**src/rtl/uart_tx_arbiter.sv**
```systemverilog
// uart_tx_arbiter: round-robin arbiter that shares one UART sender between
// N_REQ byte-stream requesters. It takes one byte from the winner, pulses
// tx_en, then follows tx_status through busy and back to idle before it
// grants again.
//
// Optional feature: define UART_ARB_LOCK_EN to let the most recent owner keep
// ownership while it holds req_lock. When the macro is undefined, req_lock is
// ignored and arbitration is pure round-robin.
//
// Handshake: a requester raises req_valid[i] with req_data[8i+7:8i] and holds
// both stable until it sees the one-cycle req_ready[i] pulse. Dropping
// req_valid before a grant withdraws the request. req_data is sampled only on
// the IDLE-to-LAUNCH edge. On the sender side, tx_en is a one-cycle launch
// pulse and tx_status reads 1 when the sender is idle.
module uart_tx_arbiter #(
  parameter int N_REQ   = 4,
  parameter int TIMEOUT = 255,
  parameter int TO_W    = 8
) (
  input  logic               CLK,
  input  logic               Reset,
  input  logic [N_REQ-1:0]   req_valid,
  input  logic [8*N_REQ-1:0] req_data,
  input  logic [N_REQ-1:0]   req_lock,
  output logic [N_REQ-1:0]   req_ready,
  input  logic               tx_status,
  output logic [7:0]         tx_data,
  output logic               tx_en,
  output logic [N_REQ-1:0]   grant,
  output logic               busy,
  output logic               timeout_err,
  input  logic               err_clr,
  output logic [1:0]         dbg_state
);

  localparam int IW = (N_REQ > 1) ? $clog2(N_REQ) : 1;

  typedef enum logic [1:0] {
    S_IDLE      = 2'd0,
    S_LAUNCH    = 2'd1,
    S_WAIT_BUSY = 2'd2,
    S_WAIT_DONE = 2'd3
  } state_t;

  state_t            state, state_n;
  logic [IW-1:0]     last, last_n;
  logic [TO_W-1:0]   cnt, cnt_n, cnt_inc;
  logic [7:0]        data_n;
  logic [N_REQ-1:0]  grant_n, ready_n;
  logic              en_n, err_n;

  logic              rr_found;
  logic [IW-1:0]     rr_idx;
  logic              pick_ok;
  logic [IW-1:0]     pick_idx;
  logic [7:0]        pick_byte;
  logic [N_REQ-1:0]  pick_oh;
  int                pos;

  assign cnt_inc   = cnt + TO_W'(1);
  assign dbg_state = state;

  // Round-robin search: first valid requester starting at last+1, wrapping.
  always_comb begin
    rr_found = 1'b0;
    rr_idx   = last;
    pos      = 0;
    for (int k = 1; k <= N_REQ; k++) begin
      pos = int'(last) + k;
      if (pos >= N_REQ) pos = pos - N_REQ;
      if (!rr_found && req_valid[pos[IW-1:0]]) begin
        rr_found = 1'b1;
        rr_idx   = pos[IW-1:0];
      end
    end
  end

`ifdef UART_ARB_LOCK_EN
  // A locked previous owner is re-granted or waited for; others are held off.
  always_comb begin
    if (req_lock[last]) begin
      pick_ok  = req_valid[last];
      pick_idx = last;
    end else begin
      pick_ok  = rr_found;
      pick_idx = rr_idx;
    end
  end
`else
  logic unused_lock;
  assign unused_lock = ^req_lock;

  // Without locking the round-robin winner is always taken.
  always_comb begin
    pick_ok  = rr_found;
    pick_idx = rr_idx;
  end
`endif

  // Select the winner's byte and build its one-hot grant vector.
  always_comb begin
    pick_byte = '0;
    for (int i = 0; i < N_REQ; i++) begin
      if (pick_idx == IW'(i)) pick_byte = req_data[8*i +: 8];
    end
    pick_oh = N_REQ'(1) << pick_idx;
  end

  // Next-state and next-output logic; outputs are registered below.
  always_comb begin
    state_n = state;
    last_n  = last;
    cnt_n   = '0;
    data_n  = tx_data;
    grant_n = grant;
    en_n    = 1'b0;
    ready_n = '0;
    err_n   = timeout_err;
    if (err_clr) err_n = 1'b0;
    case (state)
      S_IDLE: begin
        // A frame still on the line (tx_status=0) blocks any new grant.
        if (tx_status && pick_ok) begin
          state_n = S_LAUNCH;
          last_n  = pick_idx;
          data_n  = pick_byte;
          grant_n = pick_oh;
          en_n    = 1'b1;
          ready_n = pick_oh;
        end
      end
      S_LAUNCH: state_n = S_WAIT_BUSY;
      S_WAIT_BUSY: begin
        if (!tx_status) begin
          state_n = S_WAIT_DONE;
        end else if (cnt_inc == TO_W'(TIMEOUT)) begin
          // The sender never started: drop the byte and flag it.
          err_n   = 1'b1;
          state_n = S_IDLE;
        end else begin
          cnt_n = cnt_inc;
        end
      end
      S_WAIT_DONE: if (tx_status) state_n = S_IDLE;
      default: state_n = S_IDLE;
    endcase
  end

  // State and registered outputs; reset also kills tx_en immediately.
  always_ff @(posedge CLK or posedge Reset) begin
    if (Reset) begin
      state       <= S_IDLE;
      last        <= IW'(N_REQ - 1);
      cnt         <= '0;
      tx_data     <= '0;
      tx_en       <= 1'b0;
      req_ready   <= '0;
      grant       <= '0;
      busy        <= 1'b0;
      timeout_err <= 1'b0;
    end else begin
      state       <= state_n;
      last        <= last_n;
      cnt         <= cnt_n;
      tx_data     <= data_n;
      tx_en       <= en_n;
      req_ready   <= ready_n;
      grant       <= grant_n;
      busy        <= (state_n != S_IDLE);
      timeout_err <= err_n;
    end
  end

endmodule

```
**config.mk**
```make
export PLATFORM = sky130hd
export DESIGN_NAME = uart_tx_arbiter
export DESIGN_NICKNAME = d
export VERILOG_FILES = /design/src/rtl/uart_tx_arbiter.sv
export SDC_FILE = /design/constraint.sdc
export NUM_CORES = 1
export LEC_CHECK = 0
export CORE_UTILIZATION = 43
export DETAILED_ROUTE_END_ITERATION = 16
export HOLD_SLACK_MARGIN = 0.06
export PLACE_DENSITY_LB_ADDON = 0.12
export SLEW_MARGIN = 20
export SYNTH_ARGS = -nofsm -noshare
export SYNTH_HDL_FRONTEND = slang
export SYNTH_SLANG_ARGS = --single-unit
```
**constraint.sdc**
```tcl
create_clock -name CLK -period 2.1 [get_ports CLK]
set_input_delay 0.42 -clock CLK [delete_from_list [all_inputs] [get_ports CLK]]
set_output_delay 0.42 -clock CLK [all_outputs]
set_load 0.05 [all_outputs]
```
==> results of run 1 <==
[through the flow]
step | std cells | cell area [sq um]
final | 298 | 2550
after global routing | 298 | 2550
after CTS | 298 | 2540
after detailed placement | 290 | 2430
after global placement | 290 | 2430
after floorplan | 166 | 1610
[layout make-up]
| type | instances | share of cell area, % |
|---|---|---|
| clock inverter | 2 | 1.37 |
| inverter | 6 | 0.884 |
| clock buffer | 6 | 3.24 |
| sequential | 31 | 30.5 |
| tap | 46 | 2.26 |
| multi-input combinational | 123 | 30.6 |
| timing repair buffer | 84 | 31.1 |
[cells by family (layout without fill, tap and decap cells)]
| logic type | count (synthesis) | count (layout) | synth area share (%) |
|---|---|---|---|
| fa+ha+maj | 2 | 2 | 1.55 |
| compound gates | 54 | 54 | 23.9 |
| flops | 31 | 31 | 48.2 |
| xor+xnor | 5 | 5 | 2.71 |
| buf+inv | 12 | 98 | 3.80 |
| simple gates | 62 | 62 | 19.8 |
[registers in the layout (all words and copies together) (netlist names)]
register and cells:
cnt 8, tx_data 8, grant 4, req_ready 4, dbg_state 2, last 2, busy 1, timeout_err 1
tx_en 1
[power breakdown]
group / internal, mW / switching [mW]
Combinational: 0.761 / 1.10
Clock: 0.383 / 0.217
Sequential: 0.785 / 0.150
[layout by cell type, fill, tap and decap left out, types with 2 or more instances in the layout]
cell type,n
clkbuf_8,6
nor3_1,6
o21ai_0,12
a21o_1,6
a21oi_1,3
nor2_1,16
a31oi_1,11
clkdlybuf4s50_1,60
buf_4,23
o31a_1,2
a211oi_1,2
a32o_1,3
dfrtp_1,29
o21ai_2,2
dfstp_2,2
nand3_1,11
a21boi_0,3
xnor2_1,3
ha_1,2
inv_1,6
o21ba_2,2
nor2b_1,3
nand2_1,12
or3_1,3
xor2_1,2
[path summary, 6_finish.rpt]
check,from,endpoint,slack [ns],cells past startpoint
max in group asynchronous,Reset,last[0]$_DFFE_PP1P_,1.26,3
min,grant[0]$_DFFE_PP0P_,grant[0]$_DFFE_PP0P_,0.48,1
max reg2reg,cnt[0]$_DFF_PP0_,cnt[6]$_DFF_PP0_,0.15,6
min reg2reg,grant[0]$_DFFE_PP0P_,grant[0]$_DFFE_PP0P_,0.48,1
min in group asynchronous,Reset,cnt[4]$_DFF_PP0_,0.52,3
max,req_valid[1],tx_data[6]$_DFFE_PP0P_,0.08,7
[worst register-to-register path, stage by stage, from the launching register on]
cell	delay, ns
dfrtp_1	0.41
ha_1	0.21
nand3_1	0.13
nor3_1	0.26
o2111ai_1	0.27
o21ai_2	0.35
o21ba_2	0.22
[repair_timing]
action / in CTS / in global routing
hold buffers: 0 / 0
setup endpoints to repair: 0 / 3
resized for setup: 0 / 1
[per-layer routing]
metal | GRT usage (%) | share of wire [%] | vias up
met2 | 45.8 | 54 | 80
met1 | 26.6 | 37 | 753
met4 | 7.39 | 1.3 | 0
met5 | 0 | 0 | -
li1 | - | - | 776
met3 | 7.07 | 6.8 | 9
==> run metrics, run 1 <==
total CTS buffers 5; Worst-Skew Late Latency 0.28 ns; RSZ-0062 raised after global routing no; WHS 0.475 ns; Seq. cell area 778 sq um; vias per cell 5.43; Post-Place Worst Slack -0.214 ns; maxcap violations 0; Cell Pwr Density 1330 nW/um^2; Fin. Hold Viols 0; synth top area cells dfrtp_1, a31oi_1, o21ai_0, nor2_1, nand3_1; Clock Sinks 31; share of post-route cells with drive strength above 1 18.3%; CP Max Fanout 7; Die X 63.3 um; global-route wire length before repair 7.54 mm; sequential fraction of the synthesis area 48.2%; chip height 63.3 um; synth-to-layout area growth 57.9%; Post-synth EDFFs 0; Final Util 73.5%; Final min period 2.02 ns; RD Place Congestion 0.762; CP max stage cell clkdlybuf4s50_1; cells after synthesis 166; Slew Limit Fails 0; Netlist cell types 44; crit-path cells clkdlybuf4s50_1, nor2b_2, a21oi_1, o211a_1, buf_4, or3_1, a32o_1; Leak 1.11 nW; gr usage total 24.6%; clock root buffer clkbuf_8; I/O Buffers 60; Multi-input gate area 779 sq um; cell with the most instances after synthesis dfrtp_1; maximum vdd drop 0.956 mV; Worst path max stage delay 0.51 ns; family with the most delay on the worst path buffers and inverters; # DRC 0; HP Class reg -> reg; Ports 65; grt total ovfl 0; Synth Flop Type dfrtp_1; #FFs+latches synth 31; Warnings, synthesis 0; CP bufs+invs 2; period utilization 96.3%; fillers 271; syn_area_per_cell 9.72 sq um; skew final 0.00524 ns; vias 1618; asr flop ratio synth 100%; setup TNS 0 ns; status complete, no violations; Wirelength per Cell 15.1 um; total wire length 4.50 mm; vias in the first global route 1709; H-tree depth 2; post-synthesis net count 212; largest net degree at the start of global routing 32; core area 3470 sq um; arrival time at the worst endpoint 2.19 ns; Least-Margin Pin Slew 0.539 ns; DRT iter0 DRCs 75; overall power 3.40 mW; post-DP HPWL 3.50 mm; number of routed nets with antenna violations 0; Synth top area share 45.0%; Crit path required time 2.27 ns; # rows 21; Pre-antenna DRT Iters 4; # Post-CTS Setup Buffers 0; final setup fails 0; Max Freq 494 MHz; crit end category flop; top post-synthesis cells by count dfrtp_1, nor2_1, nand2_1, o21ai_0; initial antenna violation count 0; CTS tree yes; Initial Util 46.5%; die area 4000 sq um; clk slew on worst S/H paths 0.07 ns; Slew headroom 63.9%; Final WS setup 0.0768 ns; cell taking the most area after synthesis dfrtp_1; fin nets 297; clock buffer depth 2; ant diodes 0; Setup CP Type in -> reg; Post-Syn Area 1610 sq um; crit start category input pin
Note: power is estimated with default switching activity, not from simulation.
==> inputs of run 2 (changes only) <==
- CTS_BUF_LIST: default -> sky130_fd_sc_hd__clkbuf_4 sky130_fd_sc_hd__clkbuf_8 sky130_fd_sc_hd__clkbuf_16
==> results of run 2 <==
No change in the layout: final DEF, timing and power equal those of run 1.
==> inputs of run 3 (changes only) <==
- CORE_UTILIZATION: 43 -> 35
- REMOVE_ABC_BUFFERS: default -> 1
==> run metrics, run 3 (same netlist as run 1, synthesis figures left out) <==
I/O Buffers 60; Final min period 1.99 ns; Design Area, Final 2580 sq um; skew final 0.00257 ns; clk slew on worst S/H paths 0.06 ns; maximum vdd drop 0.618 mV; hold_buf cts 0; Slew headroom 65.3%; vias 1580; Clock Sinks 31; Least-Margin Pin Slew 0.519 ns; Wirelength per Cell 14.0 um; CP max stage cell clkdlybuf4s50_1; Largest regs cnt (8), tx_data (8); most common cell after layout, fill and taps aside clkdlybuf4s50_1; Ports 65; vias in the first global route 1649; chip height 69.9 um; grt total ovfl 0; total CTS buffers 5; post-place instance area 2460 sq um; Cell Pwr Density 1310 nW/um^2; Max Freq 502 MHz; fin cells 307; Final WS setup 0.108 ns; H-tree depth 2; clock buffer depth 2; crit-path cells clkdlybuf4s50_1, nor2b_2, buf_4, nor3b_4, nor2_2, or3_2, a32o_1; clock root buffer clkbuf_8; Setup CP Type in -> reg; WHS 0.482 ns; HP Class reg -> reg; final setup fails 0; # DRC 0; Worst path max stage delay 0.44 ns; CP Max Fanout 5; initial antenna violation count 0; crit start category input pin; vias per cell 5.15; CTS tree yes; # Post-CTS Setup Buffers 0; synth-to-layout area growth 59.6%; Slew Limit Fails 0; gr usage total 18.8%; RD Place Congestion 0.787; Pre-antenna DRT Iters 4; crit end category flop; ant diodes 0; share of post-route cells with drive strength above 1 19.6%; Fin. Hold Viols 0; Hold Crit Start grant[2]$_DFFE_PP0P_; arrival time at the worst endpoint 2.16 ns; Worst-Skew Late Latency 0.28 ns; Final Util 58.8%; Crit Reg-Reg Startpoint cnt[0]$_DFF_PP0_; most frequent cells in the layout clkdlybuf4s50_1, dfrtp_1, buf_4, nor2_1; Post-Place Worst Slack -0.256 ns; post-DP HPWL 3.36 mm; status complete, no violations; RSZ-0062 raised after global routing no; Initial Util 36.8%; core area 4380 sq um; total wire length 4.31 mm; die area 4890 sq um; global-route wire length before repair 7.29 mm; Crit path required time 2.27 ns; period utilization 94.8%; Worst Setup SP req_valid[3]; Die X 69.9 um; largest net degree at the start of global routing 32; dpl cells 299; maxcap violations 0; Leak 1.12 nW; DRT iter0 DRCs 64; fin nets 300; # rows 24; number of routed nets with antenna violations 0; FF-to-FF setup slack 0.22 ns
run 3: cell types whose count changed in the layout (fill, tap and decap cells not counted):
cell,previous run,this run
buf_4,23,26
nor2b_2,1,2
nor2b_4,1,0
or3b_1,1,0
or3b_4,0,1
run 3: layout make-up:
cell class	count	area (sq um)
Timing Repair Buffer	87	816
Tap cell	52	65.1
Sequential cell	31	778
Inverter	6	22.5
Multi-Input combinational cell	123	777
Clock buffer	6	82.6
Fill cell	381	1810
Clock inverter	2	35.0
run 3: routing by layer:
layer  global-route usage, %  wire [um]
met1                    22.0       1840
met3                    4.33        214
met2                    33.0       2220
met5                       0          0
met4                    7.33         38
run 3: final timing paths:
path / end / depth (start not counted)
min in group asynchronous: dbg_state[1]$_DFF_PP0_ / 3
worst max register to register: cnt[6]$_DFF_PP0_ / 6
max in group asynchronous: last[1]$_DFFE_PP1P_ / 3
worst min register to register: grant[2]$_DFFE_PP0P_ / 1
worst max-delay path: tx_data[4]$_DFFE_PP0P_ / 7
worst min-delay path: grant[2]$_DFFE_PP0P_ / 1
run 3: timing repair:
item                                    CTS  global route
endpoints found under the setup margin    0             1
endpoints found under the hold margin     0             0
resized for setup                         0             1
run 3: report_power, final:
| part | total (mW) | internal, mW | switching (mW) |
|---|---|---|---|
| registers | 0.926 | 0.784 | 0.142 |
| logic | 1.84 | 0.765 | 1.08 |
| clock network | 0.607 | 0.384 | 0.223 |
| total | 3.38 | 1.93 | 1.44 |
run 3: worst max-delay path: cells and delay by family:
kind,cells,cell delay [ns]
AND/OR/NAND/NOR,4,0.89
buffers and inverters,2,0.58
AO/OA/AOI/OAI,1,0.26
run 3: metrics by stage:
step                      TNS, ns  power, mW
after floorplan                 0       1.99
after global placement     -0.848       2.75
after detailed placement    -1.36       2.78
after CTS                       0       3.41
after global routing            0       3.58
final                           0       3.38
